$ cat config.mk
export PLATFORM = sky130hd
export DESIGN_NAME = mem_arbiter
export DESIGN_NICKNAME = d
export VERILOG_FILES = /design/src/rtl/mem_arbiter_pkg.sv /design/src/rtl/mem_arbiter_rr.sv /design/src/rtl/mem_arbiter.sv
export SDC_FILE = /design/constraint.sdc
export NUM_CORES = 1
export LEC_CHECK = 0
export BUFFER_PORTS_ARGS = -buffer_cell sky130_fd_sc_hd__clkbuf_2
export CORE_AREA = 10 10 337 339
export DETAILED_ROUTE_END_ITERATION = 10
export DIE_AREA = 0 0 347 349
export PLACE_DENSITY = 0.3
export SLEW_MARGIN = 20
export SYNTH_ARGS = -nofsm -noshare
export SYNTH_HDL_FRONTEND = slang
export SYNTH_HIERARCHICAL = 1
export SYNTH_SLANG_ARGS = --single-unit
export TNS_END_PERCENT = 50
$ cat constraint.sdc
create_clock -name clk -period 1.9 [get_ports clk]
set_input_delay 0.19 -clock clk [delete_from_list [all_inputs] [get_ports clk]]
set_output_delay 0.19 -clock clk [all_outputs]
set_load 0.01 [all_outputs]
$ cat src/rtl/mem_arbiter_pkg.sv
// Shared types and helpers for the two-client DataMemory arbiter.
package mem_arbiter_pkg;

    localparam int LINE_SIZE_DEF  = 16;
    localparam int ADDR_WIDTH_DEF = 32;

    typedef enum logic [1:0] {
        ARB_IDLE    = 2'b00,
        ARB_BUSY_RD = 2'b01,
        ARB_BUSY_WR = 2'b10
    } arb_state_t;

    // A client competes for memory only when it actually wants a read or a write.
    function automatic logic is_eligible(input logic req_valid, input logic rd, input logic wr);
        return req_valid && (rd || wr);
    endfunction

endpackage

$ cat src/rtl/mem_arbiter_rr.sv
// Combinational two-way round-robin pick: on a tie the client that was not granted last wins.
module rr_arbiter2
    import mem_arbiter_pkg::*;
(
    input  logic [1:0] req,
    input  logic       last_grant,
    output logic [1:0] grant
);

    always_comb begin
        grant = req;
        if (req == 2'b11)
            grant = last_grant ? 2'b01 : 2'b10;
    end

endmodule

$ cat src/rtl/mem_arbiter.sv
// Shares one line-wide DataMemory between the I-cache (client 0) and the D-cache (client 1),
// holding each grant for a whole fill or write-back and steering the response to its owner.
module mem_arbiter
    import mem_arbiter_pkg::*;
#(
    parameter int LINE_SIZE  = LINE_SIZE_DEF,
    parameter int ADDR_WIDTH = ADDR_WIDTH_DEF
) (
    input  logic                     clk,
    input  logic                     reset,
    input  logic                     c0_req_valid,
    input  logic [ADDR_WIDTH-1:0]    c0_addr,
    input  logic                     c0_mem_read,
    input  logic                     c0_mem_write,
    input  logic [LINE_SIZE*8-1:0]   c0_din,
    output logic                     c0_ready,
    output logic                     c0_output_valid,
    output logic [LINE_SIZE*8-1:0]   c0_dout,
    output logic                     c0_done,
    input  logic                     c1_req_valid,
    input  logic [ADDR_WIDTH-1:0]    c1_addr,
    input  logic                     c1_mem_read,
    input  logic                     c1_mem_write,
    input  logic [LINE_SIZE*8-1:0]   c1_din,
    output logic                     c1_ready,
    output logic                     c1_output_valid,
    output logic [LINE_SIZE*8-1:0]   c1_dout,
    output logic                     c1_done,
    output logic                     mem_is_input_valid,
    output logic [ADDR_WIDTH-1:0]    mem_addr,
    output logic                     mem_read,
    output logic                     mem_write,
    output logic [LINE_SIZE*8-1:0]   mem_din,
    input  logic                     mem_is_output_valid,
    input  logic [LINE_SIZE*8-1:0]   mem_dout,
    input  logic                     mem_ready
);

    arb_state_t state, next_state;
    logic       owner;
    logic       last_grant;
    logic [1:0] eligible;
    logic [1:0] grant;
    logic       sel;
    logic [31:0] grant_cnt [2];
    logic [31:0] conflict_cnt;

    assign eligible[0] = is_eligible(c0_req_valid, c0_mem_read, c0_mem_write);
    assign eligible[1] = is_eligible(c1_req_valid, c1_mem_read, c1_mem_write);

    rr_arbiter2 u_rr (
        .req        (eligible),
        .last_grant (last_grant),
        .grant      (grant)
    );

    always_ff @(posedge clk or posedge reset) begin
        if (reset) begin
            state        <= ARB_IDLE;
            owner        <= 1'b0;
            last_grant   <= 1'b1;
            grant_cnt[0] <= '0;
            grant_cnt[1] <= '0;
            conflict_cnt <= '0;
        end else begin
            state <= next_state;
            if (c0_ready || c1_ready) begin
                owner      <= c1_ready;
                last_grant <= c1_ready;
            end
            if (c0_ready)
                grant_cnt[0] <= grant_cnt[0] + 32'd1;
            if (c1_ready)
                grant_cnt[1] <= grant_cnt[1] + 32'd1;
            if (state == ARB_IDLE && eligible == 2'b11)
                conflict_cnt <= conflict_cnt + 32'd1;
        end
    end

    // Outputs are forced quiet while reset is held, even though the FSM already sits in IDLE.
    always_comb begin
        next_state         = state;
        sel                = 1'b0;
        c0_ready           = 1'b0;
        c1_ready           = 1'b0;
        c0_output_valid    = 1'b0;
        c1_output_valid    = 1'b0;
        c0_dout            = '0;
        c1_dout            = '0;
        c0_done            = 1'b0;
        c1_done            = 1'b0;
        mem_is_input_valid = 1'b0;
        mem_addr           = '0;
        mem_read           = 1'b0;
        mem_write          = 1'b0;
        mem_din            = '0;
        if (!reset) begin
            case (state)
                ARB_IDLE: begin
                    if (mem_ready && grant != 2'b00) begin
                        sel                = grant[1];
                        c0_ready           = grant[0];
                        c1_ready           = grant[1];
                        mem_is_input_valid = 1'b1;
                        mem_addr           = sel ? c1_addr : c0_addr;
                        mem_din            = sel ? c1_din  : c0_din;
                        // A request flagged both read and write is a write-back.
                        mem_write          = sel ? c1_mem_write : c0_mem_write;
                        mem_read           = !mem_write && (sel ? c1_mem_read : c0_mem_read);
                        next_state         = mem_write ? ARB_BUSY_WR : ARB_BUSY_RD;
                    end
                end
                ARB_BUSY_RD: begin
                    if (mem_is_output_valid) begin
                        if (owner) begin
                            c1_output_valid = 1'b1;
                            c1_done         = 1'b1;
                            c1_dout         = mem_dout;
                        end else begin
                            c0_output_valid = 1'b1;
                            c0_done         = 1'b1;
                            c0_dout         = mem_dout;
                        end
                        next_state = ARB_IDLE;
                    end
                end
                ARB_BUSY_WR: begin
                    if (mem_ready) begin
                        c0_done    = !owner;
                        c1_done    = owner;
                        next_state = ARB_IDLE;
                    end
                end
                default: next_state = ARB_IDLE;
            endcase
        end
    end

endmodule

==> results.ini, run 1 <==
[timing]
layout_min_cycle_time_ps = 2190
setup_violations = 397
skew_ps = 0.231
relSlewSlack = 0.713
timing.fmax_mhz = 456
maxSlewViolCount = 0
hold_viol = 0
worst_slew_pin_slew_ps = 426
setup_ws_ps = -294
grt_setup_unrepaired = true
fin_crit_sh = 1.15

[logic_synthesis]
yosysTopAreaCellShare = 0.353
synthTopCellsByArea = mux2i_1 (35%), and2_1 (35%), nor2_1 (13%)
yosys-top-cells-count = and2_1 (256), mux2i_1 (161), nor2_1 (161), buf_2 (16)
synth.avg_cell_area_um2 = 6.67
synth_cells = 685
synth_area_um2 = 4570
synth_largest_area_cell = mux2i_1
synth_async_sr_flop_share = 1.00
synth_most_common_cell = and2_1
ys_seq_area_frac = 0.0222
synth.distinct_cells = 31
yosysWarnings = 6
synthFlopType = dfrtp_1
synth-edff-count = 0
syn_nets = 1146
synth-seq-cells = 4

[cts]
cts.sinks = 4
clk_latency_ps = 220
postCtsHoldBufs = 0
cts_tree = yes
clkTransAtPathRegs_ps = 30
numCtsBuffers = 3
cts.htree.levels = 1
cts.path.max_buffers = 2
root_buffer = clkbuf_16

[outcome]
violations = negative setup slack
status = complete, but fails checks

[routing]
wl_met2_um = 37200
num_vias = 8827
wl_um = 75000
drc = 0
drt_iter0_drc = 249
first_pass_iters = 4
top_layer = met5
wl_met1_um = 31900
viasPerCell = 2.89
antenna_left = 0
wl_per_cell_um = 24.5
dr_wl_met3_um = 5290

[worst_setup_path]
critPathLaunch = last_grant
cp.arrival_ps = 2000
crit_path_max_fanout = 11
timing.critical_path.to_type = output pin
crit_type = reg -> out
start_kind = register
cp.required_ps = 1710
rr_startpoint = state[0]

[finish]
fin_util = 0.129
area_growth_pct = 200
nFillCells = 12500
fin_nets = 2108
drive_gt1_frac = 0.710

[power]
power_leakage_nw = 7.00
clock_power_share = 0.061
power.density_nw_per_um2 = 403
switching_power_w = 0.00259
p_seq_frac = 0.034
p_int_w = 0.00293
netSwitchingFraction = 0.469
peakVddDrop_v = 0.000264
power_frac_comb = 0.905

[floorplanning]
core_um2 = 107000
die-area_um2 = 121000
rows = 120
io_pins = 883
die_w_um = 347
chipHeight_um = 349
initial_core_util = 0.0429

[global_route]
first_global_vias = 9321
grt-ovfl-total = 0
grt_antenna_before_repair = 46
grt_pass1_wl_um = 92800
grtUsageTotal = 0.113
grt_max_degree = 46

[place]
dp_hpwl_um = 68300
dp_slack_ps = -574
place.gp.congestion = 0.855
io_buffers = 882

[job]
max-cap-violations = 0

[worst_hold_path]
hold_class = in -> async

-- stage by stage --
step                      TNS (ps)  std cells  area [µm²]  total power (W)  hold WS, ps
final                       -57560       3058       13700          0.00552         50.9
after floorplan                  0        685        4570          0.00174        -36.8
after global routing        -92440       3050       13700          0.00589         79.8
after CTS                   -59170       3031       13000          0.00526         69.1
after global placement      -16050       2997       11300          0.00396          314
after detailed placement    -13970       2997       11300          0.00393          298
-- path summary, 6_finish.rpt --
check | slack [ps] | endpoint | cells after the start
max | -290 | mem_din[88] | 6
min | 50 | owner | 3
max reg2reg | 40 | state[1] | 10
min reg2reg | 500 | last_grant | 2
max in group asynchronous | 1610 | last_grant | 3
min in group clk | 480 | state[0] | 3
-- cell usage in the layout (no fill, tap or decap), drive strengths merged, types with 2 or more instances in the layout --
master / instances
a21boi: 2
clkbuf: 830
nor2: 161
o21ai: 2
mux2i: 161
o21a: 2
and2: 256
ha: 3
diode: 9
nand2: 9
dfrtp: 3
inv: 9
buf: 193
-- critical path, cell delays in order, from the launching register on --
cell	delay (ps)
dfstp_2	380
a21boi_4	250
buf_12	220
buf_6	260
mux2i_4	400
nor2_1	80
clkbuf_2	140
-- registers in the layout (all words and copies together) (netlist names) --
signal	flops
owner	1
last_grant	1
state	2
-- logic make-up (layout without fill, tap and decap cells) --
logic type | count (synthesis) | in the layout | synth area share
and+or+nand+nor | 432 | 432 | 0.502
muxes | 162 | 162 | 0.355
other | 0 | 9 | 0
buffers and inverters | 72 | 1033 | 0.0925
AOI/OAI and AO/OA | 12 | 12 | 0.0197
adders and majority gates | 3 | 3 | 0.00821
DFF | 4 | 4 | 0.0222
-- power by group through the flow --
stage                     clock, W  sequential, W  combinational, W
after floorplan                  0       0.000164           0.00157
after global placement           0       0.000185           0.00377
after detailed placement         0       0.000182           0.00375
after CTS                 0.000341       0.000183           0.00474
after global routing      0.000350       0.000193           0.00534
final                     0.000336       0.000188           0.00500
-- metal layers --
metal / vias to the layer above / track usage
li1: 4134 / -
met1: 4076 / 0.138
met2: 527 / 0.204
met3: 76 / 0.0309
met4: 14 / 0.00332
met5: - / 0
-- cell type report --
| type | count | area, µm² | area share |
|---|---|---|---|
| Sequential cell | 4 | 101 | 0.00739 |
| Multi-Input combinational cell | 609 | 5070 | 0.370 |
| Tap cell | 1403 | 1760 | 0.128 |
| Timing Repair Buffer | 1020 | 6660 | 0.485 |
| Inverter | 9 | 33.8 | 0.00246 |
| Clock buffer | 4 | 78.8 | 0.00575 |
| Antenna cell | 9 | 22.5 | 0.00164 |
-- repair_timing --
action | CTS | global route
buffers inserted | 25 | 10
endpoints found under the setup margin | 419 | 423
gates resized for setup | 253 | 157
gates cloned | 8 | 11
pin swaps | 9 | 6
Note: power is estimated with default switching activity, not from simulation.
==> run 2, diff against run 1 <==
Settings changed: RECOVER_POWER set to 25.
==> run 2 against run 1 <==
Effect of this change: the flow still finishes with violations (negative setup slack); die area unchanged; combinational power about the same; non-clock buffer count did not move; via count decreased by 0.31%; sequential share of layout area did not move; maximum frequency increased by 0.75%; critical path type unchanged.
==> results.ini, run 2 (synthesized netlist as in run 1, its figures left out) <==
[cts]
cts.htree.levels = 1  ; unchanged
cts.path.max_buffers = 2  ; unchanged
clkTransAtPathRegs_ps = 30  ; about the same
clk_latency_ps = 220  ; about the same
cts_tree = yes  ; unchanged
cts.sinks = 4  ; unchanged
postCtsHoldBufs = 0  ; unchanged
root_buffer = clkbuf_16  ; unchanged
numCtsBuffers = 3  ; unchanged

[routing]
num_vias = 8800  ; was 8827
first_pass_iters = 4  ; unchanged
wl_um = 75000  ; about the same
wl_per_cell_um = 24.5  ; about the same
viasPerCell = 2.88  ; was 2.89
drc = 0  ; unchanged
drt_iter0_drc = 257  ; was 249
antenna_left = 0  ; unchanged

[power]
power_leakage_nw = 6.99  ; was 7.00 nW
peakVddDrop_v = 0.000264  ; about the same
power.density_nw_per_um2 = 402  ; was 403 nW/µm²
total_power_w = 0.00552  ; about the same

[worst_setup_path]
crit_type = reg -> out  ; unchanged
cp.required_ps = 1710  ; about the same
crit_path_max_fanout = 8  ; was 11
start_kind = register  ; unchanged
cp.arrival_ps = 1990  ; was 2000 ps
timing.critical_path.to_type = output pin  ; unchanged

[timing]
worst_slew_pin_slew_ps = 436  ; was 426 ps
grt_setup_unrepaired = true  ; unchanged
relSlewSlack = 0.701  ; was 0.713
maxSlewViolCount = 0  ; unchanged
layout_min_cycle_time_ps = 2180  ; was 2190 ps
setup_violations = 389  ; was 397
timing.fmax_mhz = 459  ; was 456 MHz
setup_ws_ps = -278  ; was -294 ps
setup_tns_ps = -56920  ; was -57560 ps
hold_slack_ps = 137  ; was 50.9 ps
hold_viol = 0  ; unchanged
fin_crit_sh = 1.15  ; about the same
skew_ps = 0.724  ; was 0.231 ps

[finish]
area_growth_pct = 200  ; unchanged
final_common_cell = clkbuf_2  ; unchanged
top_register = state  ; unchanged
final_area_um2 = 13700  ; unchanged
largestRegisters = state (2), last_grant (1), owner (1)  ; unchanged
drive_gt1_frac = 0.708  ; was 0.710
fin_nets = 2108  ; unchanged
final_cell_mix = clkbuf_2 (785), and2_1 (249), nor2_1 (109)  ; was clkbuf_2 (786), and2_1 (249), nor2_1 (109)
nFillCells = 12500  ; about the same
largest_reg_flops = 2  ; unchanged
fin_util = 0.129  ; unchanged

[floorplanning]
initial_core_util = 0.0429  ; unchanged
io_pins = 883  ; unchanged
core_um2 = 107000  ; unchanged
chipHeight_um = 349  ; unchanged
die_w_um = 347  ; unchanged
rows = 120  ; unchanged
die-area_um2 = 121000  ; unchanged

[global_route]
grtUsageTotal = 0.113  ; unchanged
grt_pass1_wl_um = 92800  ; unchanged
grt-ovfl-total = 0  ; unchanged
grt_antenna_before_repair = 46  ; unchanged
grt_max_degree = 46  ; unchanged
first_global_vias = 9321  ; unchanged

[worst_hold_path]
hold_class = in -> async  ; unchanged

[job]
max-cap-violations = 0  ; unchanged

[outcome]
status = complete, but fails checks  ; unchanged
violations = negative setup slack  ; unchanged

[place]
io_buffers = 882  ; unchanged
place.gp.congestion = 0.855  ; unchanged
dp_hpwl_um = 68300  ; unchanged
postPlaceCellArea_um2 = 11300  ; unchanged

==> run 2: changes by cell type in the layout (fill, tap and decap cells not counted), sizes merged <==
| cell | before | now |
|---|---|---|
| buf | 193 | 192 |
| diode | 9 | 11 |
| clkbuf | 830 | 831 |
==> run 2: repair_timing <==
| item | in CTS | in global routing |
|---|---|---|
| resized for setup | 253 | 157 |
| pin swaps | 9 | 6 |
| endpoints found under the setup margin | 419 | 423 |
| setup buffers | 25 | 10 |
| cloned | 8 | 11 |
==> run 2: report_power, final <==
| part | switching [W] | internal, W | leakage [nW] | total, W |
|---|---|---|---|---|
| sequential | 0.0000512 | 0.000136 | 0.0482 | 0.000188 |
| clock | 0.0000585 | 0.000277 | 0.0382 | 0.000336 |
| combinational | 0.00248 | 0.00252 | 6.91 | 0.00500 |
==> run 2: layout make-up <==
type                            count  area (µm²)  area share
Tap cell                         1403        1760       0.128
Inverter                            9        33.8     0.00246
Antenna cell                       11        27.5     0.00201
Clock buffer                        4        78.8     0.00575
Timing Repair Buffer             1020        6650       0.485
Multi-Input combinational cell    609        5070       0.370
Sequential cell                     4         101     0.00739
==> run 2: per-layer routing <==
metal	wire, µm	vias to the layer above	track usage
li1	-	4136	-
met1	31600	4035	0.138
met2	37100	537	0.204
met3	5600	78	0.0309
met4	553	14	0.00332
met5	84	-	0
==> run 2: path summary, 6_finish.rpt <==
kind,startpoint,to,slack [ps],cells past startpoint
setup / recovery,last_grant,mem_din[71],-280,7
hold / removal,reset,owner,140,3
setup reg to reg,state[0],state[1],30,10
hold reg to reg,last_grant,last_grant,490,2
max in group asynchronous,reset,last_grant,1520,3
min in group clk,mem_ready,state[0],480,3
==> run 2: stage by stage <==
stage          cells  setup slack (ps)
4_1_cts         3031              -292
6_report        3060              -278
2_1_floorplan    685               238
5_1_grt         3050              -328
3_3_place_gp    2997              -546
3_5_place_dp    2997              -574
==> run 2: worst max-delay path, stage by stage (launching register included) <==
cell and delay [ps]:
dfstp_2 380, a21boi_4 250, buf_12 220, buf_4 240, mux2i_2 290, buf_4 170, nor2_1 40, clkbuf_2 130
